File: src/rtl/id_stage_pipe_pkg.sv
// Package id_pkg: MIPS32 opcode/function constants, ALU operation codes and
// the decoded-fields struct shared by the decode stage.
// The struct is sized for a 32-bit instruction word and 5-bit register
// addresses; the stage resizes fields to its own parameters where needed.
package id_pkg;

  localparam int ALU_W = 5;

  // Primary opcodes (inst[31:26])
  localparam logic [5:0] OP_SPECIAL = 6'h00;
  localparam logic [5:0] OP_J       = 6'h02;
  localparam logic [5:0] OP_BEQ     = 6'h04;
  localparam logic [5:0] OP_BNE     = 6'h05;
  localparam logic [5:0] OP_ANDI    = 6'h0C;
  localparam logic [5:0] OP_ORI     = 6'h0D;
  localparam logic [5:0] OP_XORI    = 6'h0E;
  localparam logic [5:0] OP_LUI     = 6'h0F;

  // SPECIAL function codes (inst[5:0])
  localparam logic [5:0] FUNC_SLL  = 6'h00;
  localparam logic [5:0] FUNC_SRL  = 6'h02;
  localparam logic [5:0] FUNC_SRA  = 6'h03;
  localparam logic [5:0] FUNC_SLLV = 6'h04;
  localparam logic [5:0] FUNC_SRLV = 6'h06;
  localparam logic [5:0] FUNC_SRAV = 6'h07;
  localparam logic [5:0] FUNC_AND  = 6'h24;
  localparam logic [5:0] FUNC_OR   = 6'h25;
  localparam logic [5:0] FUNC_XOR  = 6'h26;
  localparam logic [5:0] FUNC_NOR  = 6'h27;

  // ALU operation codes
  localparam logic [ALU_W-1:0] ALU_NOP = 5'd0;
  localparam logic [ALU_W-1:0] ALU_AND = 5'd1;
  localparam logic [ALU_W-1:0] ALU_OR  = 5'd2;
  localparam logic [ALU_W-1:0] ALU_XOR = 5'd3;
  localparam logic [ALU_W-1:0] ALU_NOR = 5'd4;
  localparam logic [ALU_W-1:0] ALU_SLL = 5'd5;
  localparam logic [ALU_W-1:0] ALU_SRL = 5'd6;
  localparam logic [ALU_W-1:0] ALU_SRA = 5'd7;
  localparam logic [ALU_W-1:0] ALU_LUI = 5'd8;

  typedef struct packed {
    logic             ren1;     // read port 1 enabled (else op1 = imm)
    logic             ren2;     // read port 2 enabled (else op2 = imm)
    logic [4:0]       raddr1;
    logic [4:0]       raddr2;
    logic [31:0]      imm;
    logic [4:0]       waddr;
    logic             we;
    logic [ALU_W-1:0] aluop;
    logic             is_br;    // J, BEQ or BNE
    logic             illegal;
  } dec_t;

endpackage

File: src/rtl/id_stage_pipe_fwd_mux.sv
// id_fwd_mux: resolves one read-port operand.
//   ren/imm           : disabled port passes imm through
//   raddr/rf_rdata    : register-file address and its same-cycle data
//   fwd_*             : NUM_FWD packed forwarding sources, index 0 youngest
//   operand           : resolved value
//   load_hit          : the winning source is a load whose data is not ready
module id_fwd_mux
  import id_pkg::*;
#(
  parameter int DATA_W  = 32,
  parameter int RADDR_W = 5,
  parameter int NUM_FWD = 2
) (
  input  logic                       ren,
  input  logic [RADDR_W-1:0]         raddr,
  input  logic [DATA_W-1:0]          rf_rdata,
  input  logic [DATA_W-1:0]          imm,
  input  logic [NUM_FWD-1:0]         fwd_we,
  input  logic [NUM_FWD*RADDR_W-1:0] fwd_waddr,
  input  logic [NUM_FWD*DATA_W-1:0]  fwd_wdata,
  input  logic [NUM_FWD-1:0]         fwd_load,
  output logic [DATA_W-1:0]          operand,
  output logic                       load_hit
);

  always_comb begin
    operand  = rf_rdata;
    load_hit = 1'b0;
    // Walk from oldest to youngest so the lowest matching index wins.
    for (int i = NUM_FWD - 1; i >= 0; i--) begin
      if (fwd_we[i] && (fwd_waddr[i*RADDR_W +: RADDR_W] == raddr)) begin
        operand  = fwd_wdata[i*DATA_W +: DATA_W];
        load_hit = fwd_load[i];
      end
    end
    // r0 is hard-wired zero whatever any source claims to write.
    if (raddr == '0) begin
      operand  = '0;
      load_hit = 1'b0;
    end
    if (!ren) begin
      operand  = imm;
      load_hit = 1'b0;
    end
  end

endmodule

File: src/rtl/id_stage_pipe.sv
// id_stage_pipe: MIPS32 decode stage with register-file read, operand
// forwarding, load-use stall, J/BEQ/BNE resolution and an ID/EX register.
//   in_valid/in_ready/inst_i/pc_i : instruction from IF/ID
//   rf_raddr*_o / rf_rdata*_i     : combinational register-file read
//   fwd_*_i                       : forwarding sources (0 = youngest)
//   flush_i                       : kill held and incoming instruction
//   out_valid/out_ready + fields  : registered ID/EX outputs
//   br_valid_o/br_target_o        : one-cycle fetch redirect
// Handshake: a transfer happens on a rising edge where valid && ready are
// both high; valid never depends on ready, and the producer holds its data
// stable while valid && !ready.
module id_stage_pipe
  import id_pkg::*;
#(
  parameter int DATA_W  = 32,
  parameter int RADDR_W = 5,
  parameter int NUM_FWD = 2,
  parameter int ALUOP_W = 5
) (
  input  logic                       clk,
  input  logic                       rst,
  input  logic                       in_valid,
  output logic                       in_ready,
  input  logic [31:0]                inst_i,
  input  logic [DATA_W-1:0]          pc_i,
  output logic [RADDR_W-1:0]         rf_raddr1_o,
  output logic [RADDR_W-1:0]         rf_raddr2_o,
  input  logic [DATA_W-1:0]          rf_rdata1_i,
  input  logic [DATA_W-1:0]          rf_rdata2_i,
  input  logic [NUM_FWD-1:0]         fwd_we_i,
  input  logic [NUM_FWD*RADDR_W-1:0] fwd_waddr_i,
  input  logic [NUM_FWD*DATA_W-1:0]  fwd_wdata_i,
  input  logic [NUM_FWD-1:0]         fwd_load_i,
  input  logic                       flush_i,
  output logic                       out_valid,
  input  logic                       out_ready,
  output logic [DATA_W-1:0]          op1_o,
  output logic [DATA_W-1:0]          op2_o,
  output logic [RADDR_W-1:0]         waddr_o,
  output logic                       we_o,
  output logic [ALUOP_W-1:0]         aluop_o,
  output logic                       illegal_o,
  output logic                       br_valid_o,
  output logic [DATA_W-1:0]          br_target_o
);

  function automatic dec_t decode(input logic [31:0] inst);
    dec_t d;
    d        = '0;
    d.raddr1 = inst[25:21];
    d.raddr2 = inst[20:16];
    case (inst[31:26])
      OP_SPECIAL: begin
        d.ren1  = 1'b1;
        d.ren2  = 1'b1;
        d.waddr = inst[15:11];
        d.we    = 1'b1;
        case (inst[5:0])
          FUNC_AND:  d.aluop = ALU_AND;
          FUNC_OR:   d.aluop = ALU_OR;
          FUNC_XOR:  d.aluop = ALU_XOR;
          FUNC_NOR:  d.aluop = ALU_NOR;
          FUNC_SLLV: d.aluop = ALU_SLL;
          FUNC_SRLV: d.aluop = ALU_SRL;
          FUNC_SRAV: d.aluop = ALU_SRA;
          // Immediate shifts: shamt travels on op1 via the imm path.
          FUNC_SLL, FUNC_SRL, FUNC_SRA: begin
            d.ren1  = 1'b0;
            d.imm   = {27'd0, inst[10:6]};
            d.aluop = (inst[5:0] == FUNC_SLL) ? ALU_SLL :
                      (inst[5:0] == FUNC_SRL) ? ALU_SRL : ALU_SRA;
          end
          default:   d.illegal = 1'b1;
        endcase
      end
      OP_ANDI, OP_ORI, OP_XORI: begin
        d.ren1  = 1'b1;
        d.imm   = {16'd0, inst[15:0]};
        d.waddr = inst[20:16];
        d.we    = 1'b1;
        d.aluop = (inst[31:26] == OP_ANDI) ? ALU_AND :
                  (inst[31:26] == OP_ORI)  ? ALU_OR  : ALU_XOR;
      end
      OP_LUI: begin
        d.imm   = {inst[15:0], 16'd0};
        d.waddr = inst[20:16];
        d.we    = 1'b1;
        d.aluop = ALU_LUI;
      end
      OP_J:   d.is_br = 1'b1;
      OP_BEQ, OP_BNE: begin
        d.ren1  = 1'b1;
        d.ren2  = 1'b1;
        d.is_br = 1'b1;
      end
      default: d.illegal = 1'b1;
    endcase
    // Illegal words flow down the pipe as harmless bubbles.
    if (d.illegal) begin
      d.ren1  = 1'b0;
      d.ren2  = 1'b0;
      d.imm   = '0;
      d.waddr = '0;
      d.we    = 1'b0;
      d.aluop = ALU_NOP;
    end
    return d;
  endfunction

  dec_t              dec;
  logic [DATA_W-1:0] imm_ext, opnd1, opnd2;
  logic              hit1, hit2, stall, accept, taken, is_j;
  logic [DATA_W-1:0] pc4, br_off, target;

  assign dec         = decode(inst_i);
  assign rf_raddr1_o = RADDR_W'(dec.raddr1);
  assign rf_raddr2_o = RADDR_W'(dec.raddr2);
  assign imm_ext     = DATA_W'(dec.imm);

  id_fwd_mux #(.DATA_W(DATA_W), .RADDR_W(RADDR_W), .NUM_FWD(NUM_FWD)) u_fwd1 (
    .ren(dec.ren1), .raddr(rf_raddr1_o), .rf_rdata(rf_rdata1_i), .imm(imm_ext),
    .fwd_we(fwd_we_i), .fwd_waddr(fwd_waddr_i), .fwd_wdata(fwd_wdata_i),
    .fwd_load(fwd_load_i), .operand(opnd1), .load_hit(hit1)
  );

  id_fwd_mux #(.DATA_W(DATA_W), .RADDR_W(RADDR_W), .NUM_FWD(NUM_FWD)) u_fwd2 (
    .ren(dec.ren2), .raddr(rf_raddr2_o), .rf_rdata(rf_rdata2_i), .imm(imm_ext),
    .fwd_we(fwd_we_i), .fwd_waddr(fwd_waddr_i), .fwd_wdata(fwd_wdata_i),
    .fwd_load(fwd_load_i), .operand(opnd2), .load_hit(hit2)
  );

  assign stall    = hit1 | hit2;
  assign in_ready = !stall && (!out_valid || out_ready);
  assign accept   = in_valid && in_ready;

  // Branch resolution; pc_i is at least 32 bits wide here.
  assign is_j   = (inst_i[31:26] == OP_J);
  assign pc4    = pc_i + DATA_W'(4);
  assign br_off = {{(DATA_W-18){inst_i[15]}}, inst_i[15:0], 2'b00};
  assign target = is_j ? {pc4[DATA_W-1:28], inst_i[25:0], 2'b00} : pc4 + br_off;
  assign taken  = dec.is_br && (is_j ||
                  ((inst_i[31:26] == OP_BEQ) && (opnd1 == opnd2)) ||
                  ((inst_i[31:26] == OP_BNE) && (opnd1 != opnd2)));

  always_ff @(posedge clk) begin
    if (rst) begin
      out_valid   <= 1'b0;
      op1_o       <= '0;
      op2_o       <= '0;
      waddr_o     <= '0;
      we_o        <= 1'b0;
      aluop_o     <= '0;
      illegal_o   <= 1'b0;
      br_valid_o  <= 1'b0;
      br_target_o <= '0;
    end else if (flush_i) begin
      out_valid  <= 1'b0;
      br_valid_o <= 1'b0;
    end else if (accept) begin
      out_valid   <= 1'b1;
      op1_o       <= opnd1;
      op2_o       <= opnd2;
      waddr_o     <= RADDR_W'(dec.waddr);
      we_o        <= dec.we;
      aluop_o     <= ALUOP_W'(dec.aluop);
      illegal_o   <= dec.illegal;
      br_valid_o  <= taken;
      br_target_o <= target;
    end else begin
      br_valid_o <= 1'b0;
      if (out_ready) out_valid <= 1'b0;
    end
  end

endmodule
File: config.mk
export PLATFORM = sky130hd
export DESIGN_NAME = id_stage_pipe
export DESIGN_NICKNAME = d
export VERILOG_FILES = /design/src/rtl/id_stage_pipe_pkg.sv /design/src/rtl/id_stage_pipe_fwd_mux.sv /design/src/rtl/id_stage_pipe.sv
export SDC_FILE = /design/constraint.sdc
export NUM_CORES = 1
export LEC_CHECK = 0
export BUFFER_PORTS_ARGS = -buffer_cell sky130_fd_sc_hd__buf_2
export CORE_ASPECT_RATIO = 2
export CORE_MARGIN = 2
export CORE_UTILIZATION = 50
export CTS_BUF_LIST = sky130_fd_sc_hd__clkbuf_8 sky130_fd_sc_hd__clkbuf_16
export DETAILED_ROUTE_END_ITERATION = 10
export HOLD_SLACK_MARGIN = 0.08
export PLACE_DENSITY = 0.81
export SETUP_SLACK_MARGIN = 0.1
export SYNTH_ARGS = -nofsm -noshare
export SYNTH_HDL_FRONTEND = slang
export SYNTH_SLANG_ARGS = --single-unit
File: constraint.sdc
create_clock -name clk -period 5.2 [get_ports clk]
set_input_delay 1.04 -clock clk [delete_from_list [all_inputs] [get_ports clk]]
set_output_delay 1.04 -clock clk [all_outputs]
set_load 0.02 [all_outputs]
==> flow_results.org, run 1 <==
** Yosys
- Summing the sequential cell areas from Yosys gives 25.32% of the chip area.
- Synth async-reset ratio :: 0%
- The most used flip-flop cell after synthesis is sky130_fd_sc_hd__dfxtp_1.
- Avg Cell Area, Syn :: 7.501 um2
- Number of nets in the synthesized netlist :: 1,391
- Counting flops and latches in the post-synthesis netlist gives 109.
- In this run, synthesis inferred 0 flip-flops with an integrated enable.
- In this run, distinct cell masters in the synthesized netlist total 67.
- Synth Instances :: 1,149
- Post-synthesis instance area :: 8618 um2
- For this run, the number of Yosys warnings is 0.

** Worst setup path
- At the worst endpoint, the required time is 5.47 ns.
- Library cell contributing the largest single delay on the critical path :: sky130_fd_sc_hd__ha_1
- Setup CP Type :: input pin to register
- STA classifies the critical path endpoint as a register.
- Kind of start point of the critical path :: input pin
- Kind of cell adding the most delay to the critical path :: simple AND/OR/NAND/NOR gates
- On the worst path, the slowest cell contributes a delay of 0.36 ns.
- Counting stages on the worst path, the most repeated cell is sky130_fd_sc_hd__nand3_1.
- Top fanout value on the critical path :: 6
- Critical path buffer and inverter count :: 1
- Data arrival time at the worst-slack endpoint :: 4.91 ns
- The critical path goes through buf_2 -> and3_1 -> nand3_1 -> nor2_1 -> and3_1 -> nor2b_1 -> nand2_1 -> nor2_1 -> nand3_1 -> xnor2_1 -> ha_1 -> nand3_1 -> nor3_1 -> o2111ai_1 -> a31oi_1 -> o21ai_0 -> mux2i_1 -> o21ai_0 -> xnor2_1 -> a211oi_1.

** Clocking
- Hold-fix buffers at CTS :: 0
- Clock-pin slew was measured on the worst setup and hold paths at 0.07 ns.
- Htree depth :: 3
- Later-pin clock latency in the skew report :: 0.35 ns
- Setup Buffers After CTS :: 0
- Buffer depth of the longest clock path :: 2
- Number of instances resized during post-cts repair :: 0
- The tree is rooted in a sky130_fd_sc_hd__clkbuf_16.
- Num CTS Buffers :: 9
- TritonCTS clock tree :: built
- CTS saw 109 sinks.

** Power
- Power density over cell area :: 215.6 nW/um2
- The analysis attributes to cell leakage a power of 4.659 nW.
- IR drop worst, VDD :: 0.1515 mV

** Drt
- Vias :: 10,120
- DRC :: 0
- Dividing the detail-routed wire length by the instance count gives 21.22 um.
- In the routed layout, each cell is associated on average with a via count of 6.143.
- DRT iter0 DRCs :: 566
- Before antenna repair, the detailed router went through 5 iterations.
- Number of nets with antenna violations after detailed routing :: 0
- For this block, the routed nets add up to 34,950 um of wire.

** Timing
- Worst hold slack after final layout :: 0.4559 ns
- The final number of max-transition violations was 0.
- In this run the tightest slew margin relative to its limit is 33.07%.
- Number of hold violations in the final report :: 0
- For the final database, setup skew stands at 0.003633 ns.
- For the final routed database, the setup TNS stands at 0 ns.
- Minimum period implied by the final worst setup slack :: 4.639 ns
- Of the available clock period, the critical path in the final layout requires 89.21%.
- Worst-Margin Slew :: 0.9984 ns
- Final setup violation count :: 0
- Setup repair after global routing missed its margin :: no
- Maximum clock frequency :: 215.6 MHz

** Floorplanning
- 332 I/O pins were placed.
- From bottom edge to top edge, the die measures 189.7 um.
- The initialized floorplan defines 67 standard-cell rows.
- The die covers 18,370 um2.
- For this configuration, the core starts out at a cell density of 51.15%.
- Measured along the x axis, the die boundary spans 96.84 um.
- The total area inside the core boundary comes to 16,850 um2.

** Place
- Count of placed standard cells including taps :: 1,630
- Cell area reported after detailed placement :: 10,440 um2
- IO Port Bufs :: 330
- Final HPWL from detailed placement :: 27,620 um
- GP Congestion :: 1.001

** Cells and area
- Sequential standard cell area :: 2182 um2
- Area taken by multi-input logic gates :: 6020 um2
- The finished layout holds 1,647 standard cells, fillers aside.
- Cells fill 63.63% of the core in the end.
- Number of filler cells placed in the layout :: 1,602
- Final instance area :: 10,720 um2
- After the last flow step, the layout net total stands at 1,676.
- The post-route netlist has 27.73% of its cells at a drive strength greater than 1.
- Compared with the post-synthesis result, the final layout area differs by 24.40%.

** Outcome
- Status :: finished, final reports clean

** GRT
- Entering global routing, the biggest net connects 77 pins.
- Total global routing overflow :: 0
- The first global-routing pass estimated 52,320 um of wire.
- The via count of the first global-routing pass is 9,914.
- Gr usage total :: 36.28%
- The initial antenna violation count is 0.

** Worst hold path
- Hold Crit Class :: register to register

** Job
- Max-capacitance violation count :: 0
-- synthesized netlist by cell type (6+ instances only) --
cell                       count  area (um2)
sky130_fd_sc_hd__nand3_1      33       165.2
sky130_fd_sc_hd__inv_1        13       48.80
sky130_fd_sc_hd__nor2_1      199       747.0
sky130_fd_sc_hd__xor2_1       34       297.8
sky130_fd_sc_hd__nand4_1       9       56.30
sky130_fd_sc_hd__ha_1         30       375.4
sky130_fd_sc_hd__clkbuf_1     59       221.5
sky130_fd_sc_hd__and2_1       10       62.56
sky130_fd_sc_hd__dfxtp_1     109        2182
sky130_fd_sc_hd__a31oi_1       8       50.05
sky130_fd_sc_hd__nor3_1       39       195.2
sky130_fd_sc_hd__and3_1       12       75.07
sky130_fd_sc_hd__mux2_2        6       67.56
sky130_fd_sc_hd__xnor2_1      70       613.1
sky130_fd_sc_hd__a221oi_1     24       210.2
sky130_fd_sc_hd__a21oi_1      73       365.4
sky130_fd_sc_hd__buf_2        11       55.05
sky130_fd_sc_hd__a21o_1       18       135.1
sky130_fd_sc_hd__buf_4        11       82.58
sky130_fd_sc_hd__a211o_1       8       70.07
sky130_fd_sc_hd__nand2b_1      7       43.79
sky130_fd_sc_hd__a211oi_1     92       690.7
sky130_fd_sc_hd__a311oi_1     10       87.58
sky130_fd_sc_hd__o21ai_0      32       160.2
sky130_fd_sc_hd__mux2i_1      55       550.5
sky130_fd_sc_hd__or3_1         9       56.30
sky130_fd_sc_hd__nand2_1      90       337.8
-- metrics by stage --
stage	total power, mW	setup slack, ns
after floorplan	1.358	0.8783
after global placement	1.641	0.3034
after detailed placement	1.649	0.2206
after CTS	2.313	0.5825
after global routing	2.413	0.1537
final	2.312	0.5609
-- path summary, 6_finish.rpt --
path | start | endpoint | slack [ns] | cells after the start
hold reg to reg | br_target_o[0]$_SDFFE_PP0P_ | br_target_o[0]$_SDFFE_PP0P_ | 0.46 | 2
setup reg to reg | out_valid$_SDFFE_PP0P_ | aluop_o[2]$_SDFFE_PP0P_ | 3.23 | 7
setup / recovery | pc_i[4] | br_target_o[31]$_SDFFE_PP0P_ | 0.56 | 20
hold / removal | br_target_o[0]$_SDFFE_PP0P_ | br_target_o[0]$_SDFFE_PP0P_ | 0.46 | 2
-- layer usage --
layer  wire length [um]  vias up  GRT usage (%)
met5                  0        -              0
met3               2309      158          4.041
met2              17770      570          66.08
met4               3170        0          29.69
li1                   -     4738              -
met1              11700     4651          36.64
-- worst reg2reg max path: stages (launching register included) --
cell and delay, ns:
sky130_fd_sc_hd__dfxtp_1 0.33, sky130_fd_sc_hd__a21oi_1 0.20, sky130_fd_sc_hd__nand3b_1 0.25, sky130_fd_sc_hd__buf_4 0.30, sky130_fd_sc_hd__a2111oi_0 0.52, sky130_fd_sc_hd__buf_4 0.21
sky130_fd_sc_hd__a21oi_1 0.04, sky130_fd_sc_hd__nor2_1 0.08
-- area by class of cell --
type | instances | share of cell area [%]
multi-input combinational | 939 | 56.14
sequential | 109 | 20.35
timing repair buffer | 362 | 18.02
tap | 207 | 2.416
clock buffer | 10 | 2.229
inverter | 13 | 0.4551
clock inverter | 6 | 0.3618
antenna | 1 | 0.02334
-- sequential cells by signal, summed over array words and instances, names as in the netlist --
register,cells
br_target_o,32
waddr_o,5
op1_o,32
out_valid,1
we_o,1
br_valid_o,1
op2_o,32
aluop_o,4
illegal_o,1
-- placed cells by master, fill, tap and decap left out, types with 8 or more instances in the layout --
cell type	n
sky130_fd_sc_hd__buf_2	329
sky130_fd_sc_hd__nor2_1	198
sky130_fd_sc_hd__dfxtp_1	109
sky130_fd_sc_hd__a211oi_1	92
sky130_fd_sc_hd__nand2_1	90
sky130_fd_sc_hd__a21oi_1	73
sky130_fd_sc_hd__xnor2_1	70
sky130_fd_sc_hd__mux2i_1	55
sky130_fd_sc_hd__nor3_1	38
sky130_fd_sc_hd__xor2_1	34
sky130_fd_sc_hd__nand3_1	32
sky130_fd_sc_hd__o21ai_0	32
sky130_fd_sc_hd__ha_1	30
sky130_fd_sc_hd__buf_4	30
sky130_fd_sc_hd__a221oi_1	24
sky130_fd_sc_hd__a21o_1	18
sky130_fd_sc_hd__inv_1	14
sky130_fd_sc_hd__and3_1	12
sky130_fd_sc_hd__and2_1	10
sky130_fd_sc_hd__a311oi_1	10
sky130_fd_sc_hd__nand4_1	9
sky130_fd_sc_hd__or3_1	9
sky130_fd_sc_hd__clkbuf_16	9
sky130_fd_sc_hd__a31oi_1	8
sky130_fd_sc_hd__a211o_1	8
-- logic make-up (layout without fill, tap and decap cells) --
kind of cell / after synthesis / after routing / synth area share [%]
AND/OR/NAND/NOR: 437 / 437 / 22.68
buffers and inverters: 101 / 391 / 5.212
AO/OA/AOI/OAI: 305 / 305 / 24.42
flip-flops: 109 / 109 / 25.32
multiplexers: 61 / 61 / 7.172
XOR/XNOR: 104 / 104 / 10.57
adder cells (fa/ha/maj): 31 / 31 / 4.588
other: 1 / 2 / 0.04351
-- report_power, final --
group / internal, mW / switching, mW
Clock: 0.338 / 0.330
Combinational: 0.288 / 0.451
Sequential: 0.880 / 0.0252
Total: 1.51 / 0.806
No activity file was read; power rests on OpenSTA's default activity.
==> run 2, diff against run 1 <==
--- a/config.mk
+++ b/config.mk
@@ -8,11 +8,12 @@
 export BUFFER_PORTS_ARGS = -buffer_cell sky130_fd_sc_hd__buf_2
 export CORE_ASPECT_RATIO = 2
 export CORE_MARGIN = 2
-export CORE_UTILIZATION = 50
+export CORE_UTILIZATION = 46
 export CTS_BUF_LIST = sky130_fd_sc_hd__clkbuf_8 sky130_fd_sc_hd__clkbuf_16
 export DETAILED_ROUTE_END_ITERATION = 10
+export GPL_ROUTABILITY_DRIVEN = 0
 export HOLD_SLACK_MARGIN = 0.08
-export PLACE_DENSITY = 0.81
+export PLACE_DENSITY = 0.79
 export SETUP_SLACK_MARGIN = 0.1
 export SYNTH_ARGS = -nofsm -noshare
 export SYNTH_HDL_FRONTEND = slang
==> constraint.sdc (replaced) <==
create_clock -name clk -period 3.75 [get_ports clk]
set_input_delay 0.75 -clock clk [delete_from_list [all_inputs] [get_ports clk]]
set_output_delay 0.75 -clock clk [all_outputs]
set_load 0.02 [all_outputs]
==> flow_results.org, run 2 (synthesis results as in run 1) <==
** Clocking
- The clock sink count came to 109 (unchanged).
- Master cell of the clock root buffer :: sky130_fd_sc_hd__clkbuf_16 (unchanged)
- TritonCTS clock tree :: built (unchanged)
- Buffer depth of the longest clock path :: 2 (unchanged)
- Num CTS Buffers :: 9 (unchanged)
- Htree depth :: 3 (unchanged)
- Clock transition at the registers of the reported paths :: 0.08 ns (was 0.07 ns)
- Later-pin clock latency in the skew report :: 0.36 ns (was 0.35 ns)

** Worst setup path
- The launch instance of the worst register-to-register path is out_valid$_SDFFE_PP0P_ (unchanged).
- The startpoint type of the worst setup path is an input pin (unchanged).
- Data arrival time at the worst-slack endpoint :: 4.03 ns (was 4.91 ns)
- The depth of the worst register-to-register path came to 7 (unchanged).
- CP Capture Type :: register (unchanged)
- Worst path required time :: 4.03 ns (was 5.47 ns)
- The maximum fanout count along the critical path was 4 (was 6).
- The end of the worst register-to-register path is aluop_o[2]$_SDFFE_PP0P_ (unchanged).
- The flop-to-flop setup slack came to 1.90 ns (was 3.23 ns).
- The kind of critical path is input pin to register (unchanged).

** Cells and area
- The count of nets after finishing is 1,885 (was 1,676).
- Number of non-filler instances in the completed layout :: 1,865 (was 1,647)
- Largest registers ranked by flip-flop count: br_target_o x32, op1_o x32, op2_o x32 (unchanged).
- Most common library cell in the layout ignoring fill and taps :: sky130_fd_sc_hd__buf_2 (unchanged)
- Fraction of final layout cells with drive strength greater than 1 :: 41.87% (was 27.73%)
- Number of filler cells placed in the layout :: 1,394 (was 1,602)
- Final instance area :: 13,050 um2 (was 10,720 um2)
- Layout Area Growth over Synthesis :: 51.47% (was 24.40%)
- Most used cells in the layout excluding fill and tap cells: 327 x sky130_fd_sc_hd__buf_2, 221 x sky130_fd_sc_hd__buf_4, 192 x sky130_fd_sc_hd__nor2_1, 109 x sky130_fd_sc_hd__dfxtp_1, 89 x sky130_fd_sc_hd__nand2_1 (was 329 x sky130_fd_sc_hd__buf_2, 198 x sky130_fd_sc_hd__nor2_1, 109 x sky130_fd_sc_hd__dfxtp_1, 92 x sky130_fd_sc_hd__a211oi_1, 90 x sky130_fd_sc_hd__nand2_1).

** Timing
- The number of setup violations in the final report came to 0 (unchanged).
- The relative slew slack is 45.55% (was 33.07%).
- Worst setup slack after layout :: 0.003801 ns (was 0.5609 ns)
- Subtracting the final worst setup slack from the clock period gives 3.746 ns.
- Worst-Margin Slew :: 0.8167 ns (was 0.9984 ns)
- Final setup skew :: 0.006519 ns (was 0.003633 ns)
- Number of hold violations in the final report :: 0 (unchanged)
- Setup repair after global routing missed its margin :: yes (was no)
- Max-slew violations :: 0 (unchanged)
- Timing would allow up to 266.9 MHz.
- Post-route fraction of the period consumed by the critical path :: 99.90%
- The total negative slack for setup checks is 0 ns (unchanged).

** GRT
- The total overflow reported by the global router was 0 (unchanged).
- The initial antenna violation count is 1 (was 0).
- Gr usage total :: 37.89% (was 36.28%)
- Vias in the first global route :: 11,250 (was 9,914)
- Maximum number of pins on one net before global-route repair :: 68 (was 77)
- Wire length of the first global-routing pass :: 57,620 um (was 52,320 um)

** Drt
- The number of iterations in the first detailed-routing pass was 5 (unchanged).
- The final antenna-violating net count came to 0 (unchanged).
- The routed length per placed instance was 21.99 um (was 21.22 um).
- DRT iter0 DRCs :: 772 (was 566)
- Total wirelength of the detailed-routed design :: 41,000 um (was 34,950 um)
- DRC :: 0 (unchanged)
- The via total after detailed routing was 11,600 (was 10,120).
- Post-DR vias/cell :: 6.221 (was 6.143)

** Power
- The internal power component was 2.342 mW (was 1.506 mW).
- The worst voltage drop across the vdd grid was 0.2118 mV (was 0.1515 mV).
- Proportion of total power due to net switching :: 35.34% (was 34.86%)
- The combinational cell fraction of total power is 36.8% (was 31.9%).
- The cell area power density was 277.5 nW/um2 (was 215.6 nW/um2).
- P_leak :: 5.839 nW (was 4.659 nW)
- Clock share of power :: 28.5% (was 28.9%)
- The switching component of the power was 1.280 mW (was 0.8059 mW).
- Sequential fraction of design power :: 34.8% (was 39.1%)

** Place
- IO Port Bufs :: 330 (unchanged)
- Count of placed standard cells including taps :: 1,832 (was 1,630)
- The post-placement setup slack is -0.4333 ns (was 0.2206 ns).
- The total cell area at the placement stage is 12,090 um2 (was 10,440 um2).
- Final HPWL from detailed placement :: 30,640 um (was 27,620 um)

** Floorplanning
- Die Area :: 19,910 um2 (was 18,370 um2)
- Number of ports placed on the die boundary :: 332 (unchanged)
- Die Width :: 100.8 um (was 96.84 um)
- The standard-cell row count was 70 (was 67).
- Core area :: 18,310 um2 (was 16,850 um2)
- The effective utilization at floorplan came to 47.08% (was 51.15%).
- Vertical die dimension :: 197.6 um (was 189.7 um)

** Worst hold path
- Hold endpoint :: br_target_o[0]$_SDFFE_PP0P_ (unchanged)
- Hold Crit Class :: register to register (unchanged)
- Worst Min Path Start :: br_target_o[0]$_SDFFE_PP0P_ (unchanged)
- The hold path depth came to 2 (unchanged).

** Outcome
- Status: finished, final reports clean (unchanged).

** Job
- The number of violations of the max-capacitance limit came to 0 (unchanged).
[run 2: cell types whose count changed in the layout (fill, tap and decap cells not counted), moves of 6 or more]
| cell | change |
|---|---|
| sky130_fd_sc_hd__buf_4 | +191 |
| sky130_fd_sc_hd__nor2_1 | -6 |
| sky130_fd_sc_hd__a211oi_1 | -9 |
| sky130_fd_sc_hd__a211oi_2 | +8 |
| sky130_fd_sc_hd__a221oi_2 | +9 |
| sky130_fd_sc_hd__a221oi_1 | -9 |
| sky130_fd_sc_hd__nand3_1 | -8 |
| sky130_fd_sc_hd__a21oi_2 | +7 |
| sky130_fd_sc_hd__buf_12 | +11 |
| sky130_fd_sc_hd__a21oi_1 | -9 |
| sky130_fd_sc_hd__o21ai_0 | -10 |
| sky130_fd_sc_hd__buf_6 | +7 |
[run 2: routing by layer]
metal / up-vias / track usage, % / part of all wire (%)
met5: - / 0 / 0
met4: 0 / 36.88 / 12
met3: 298 / 6.369 / 8.7
met2: 831 / 67.38 / 49
met1: 5324 / 34.81 / 31
li1: 5149 / - / -
[run 2: metrics by stage]
step	utilization, %	power, mW	hold slack [ns]
floorplan	-	1.887	0.5302
global placement	66.06	2.431	0.4384
detailed placement	66.06	2.460	0.4456
CTS	67.96	3.479	0.4564
global route	71.30	3.738	0.4765
finish	71.31	3.622	0.4560
[run 2: worst max path at each step]
stage / startpoint / end / slack [ns]
after floorplan: pc_i[5] / br_target_o[31]$_SDFFE_PP0P_ / 0.01
after global placement: pc_i[5] / br_target_o[31]$_SDFFE_PP0P_ / -0.35
after detailed placement: pc_i[3] / br_target_o[31]$_SDFFE_PP0P_ / -0.43
after CTS: pc_i[5] / br_target_o[31]$_SDFFE_PP0P_ / 0.05
after global routing: pc_i[6] / br_target_o[31]$_SDFFE_PP0P_ / -0.17
final: pc_i[9] / br_target_o[31]$_SDFFE_PP0P_ / 0.004
[run 2: power groups by stage]
stage          clock [mW]  combinational, mW  sequential [mW]
5_1_grt              1.07               1.41             1.26
4_1_cts              1.03               1.19             1.26
2_1_floorplan           0              0.533             1.35
3_3_place_gp            0               1.15             1.28
3_5_place_dp            0               1.18             1.28
6_report             1.03               1.33             1.26
[run 2: area by class of cell]
type	count	area, um2	area share (%)
antenna	1	2.502	0.01917
clock buffer	10	239.0	1.831
clock inverter	6	70.07	0.5368
inverter	13	48.80	0.3738
multi-input combinational	939	6571	50.34
sequential	109	2182	16.72
tap	216	270.3	2.070
timing repair buffer	571	3670	28.11
[run 2: critical path: stages]
cell and delay [ns]:
sky130_fd_sc_hd__buf_2 0.09, sky130_fd_sc_hd__and3_4 0.18, sky130_fd_sc_hd__and3_4 0.20, sky130_fd_sc_hd__and3_4 0.19
sky130_fd_sc_hd__nor2b_4 0.18, sky130_fd_sc_hd__nand2_4 0.09, sky130_fd_sc_hd__buf_6 0.13, sky130_fd_sc_hd__xnor2_1 0.12
sky130_fd_sc_hd__ha_1 0.36, sky130_fd_sc_hd__and2_4 0.19, sky130_fd_sc_hd__nand3_4 0.10, sky130_fd_sc_hd__nor3_4 0.25
sky130_fd_sc_hd__o2111ai_4 0.21, sky130_fd_sc_hd__a31oi_4 0.26, sky130_fd_sc_hd__o21ai_2 0.09, sky130_fd_sc_hd__mux2i_1 0.19
sky130_fd_sc_hd__o21ai_1 0.09, sky130_fd_sc_hd__xnor2_1 0.14, sky130_fd_sc_hd__a211oi_1 0.22
[run 2: what timing repair did]
action	CTS	global route
endpoints found under the hold margin	0	0
endpoints found under the setup margin	4	18
setup buffers	2	14
pin swaps	5	56
hold buffers	0	0
gates resized for setup	7	99
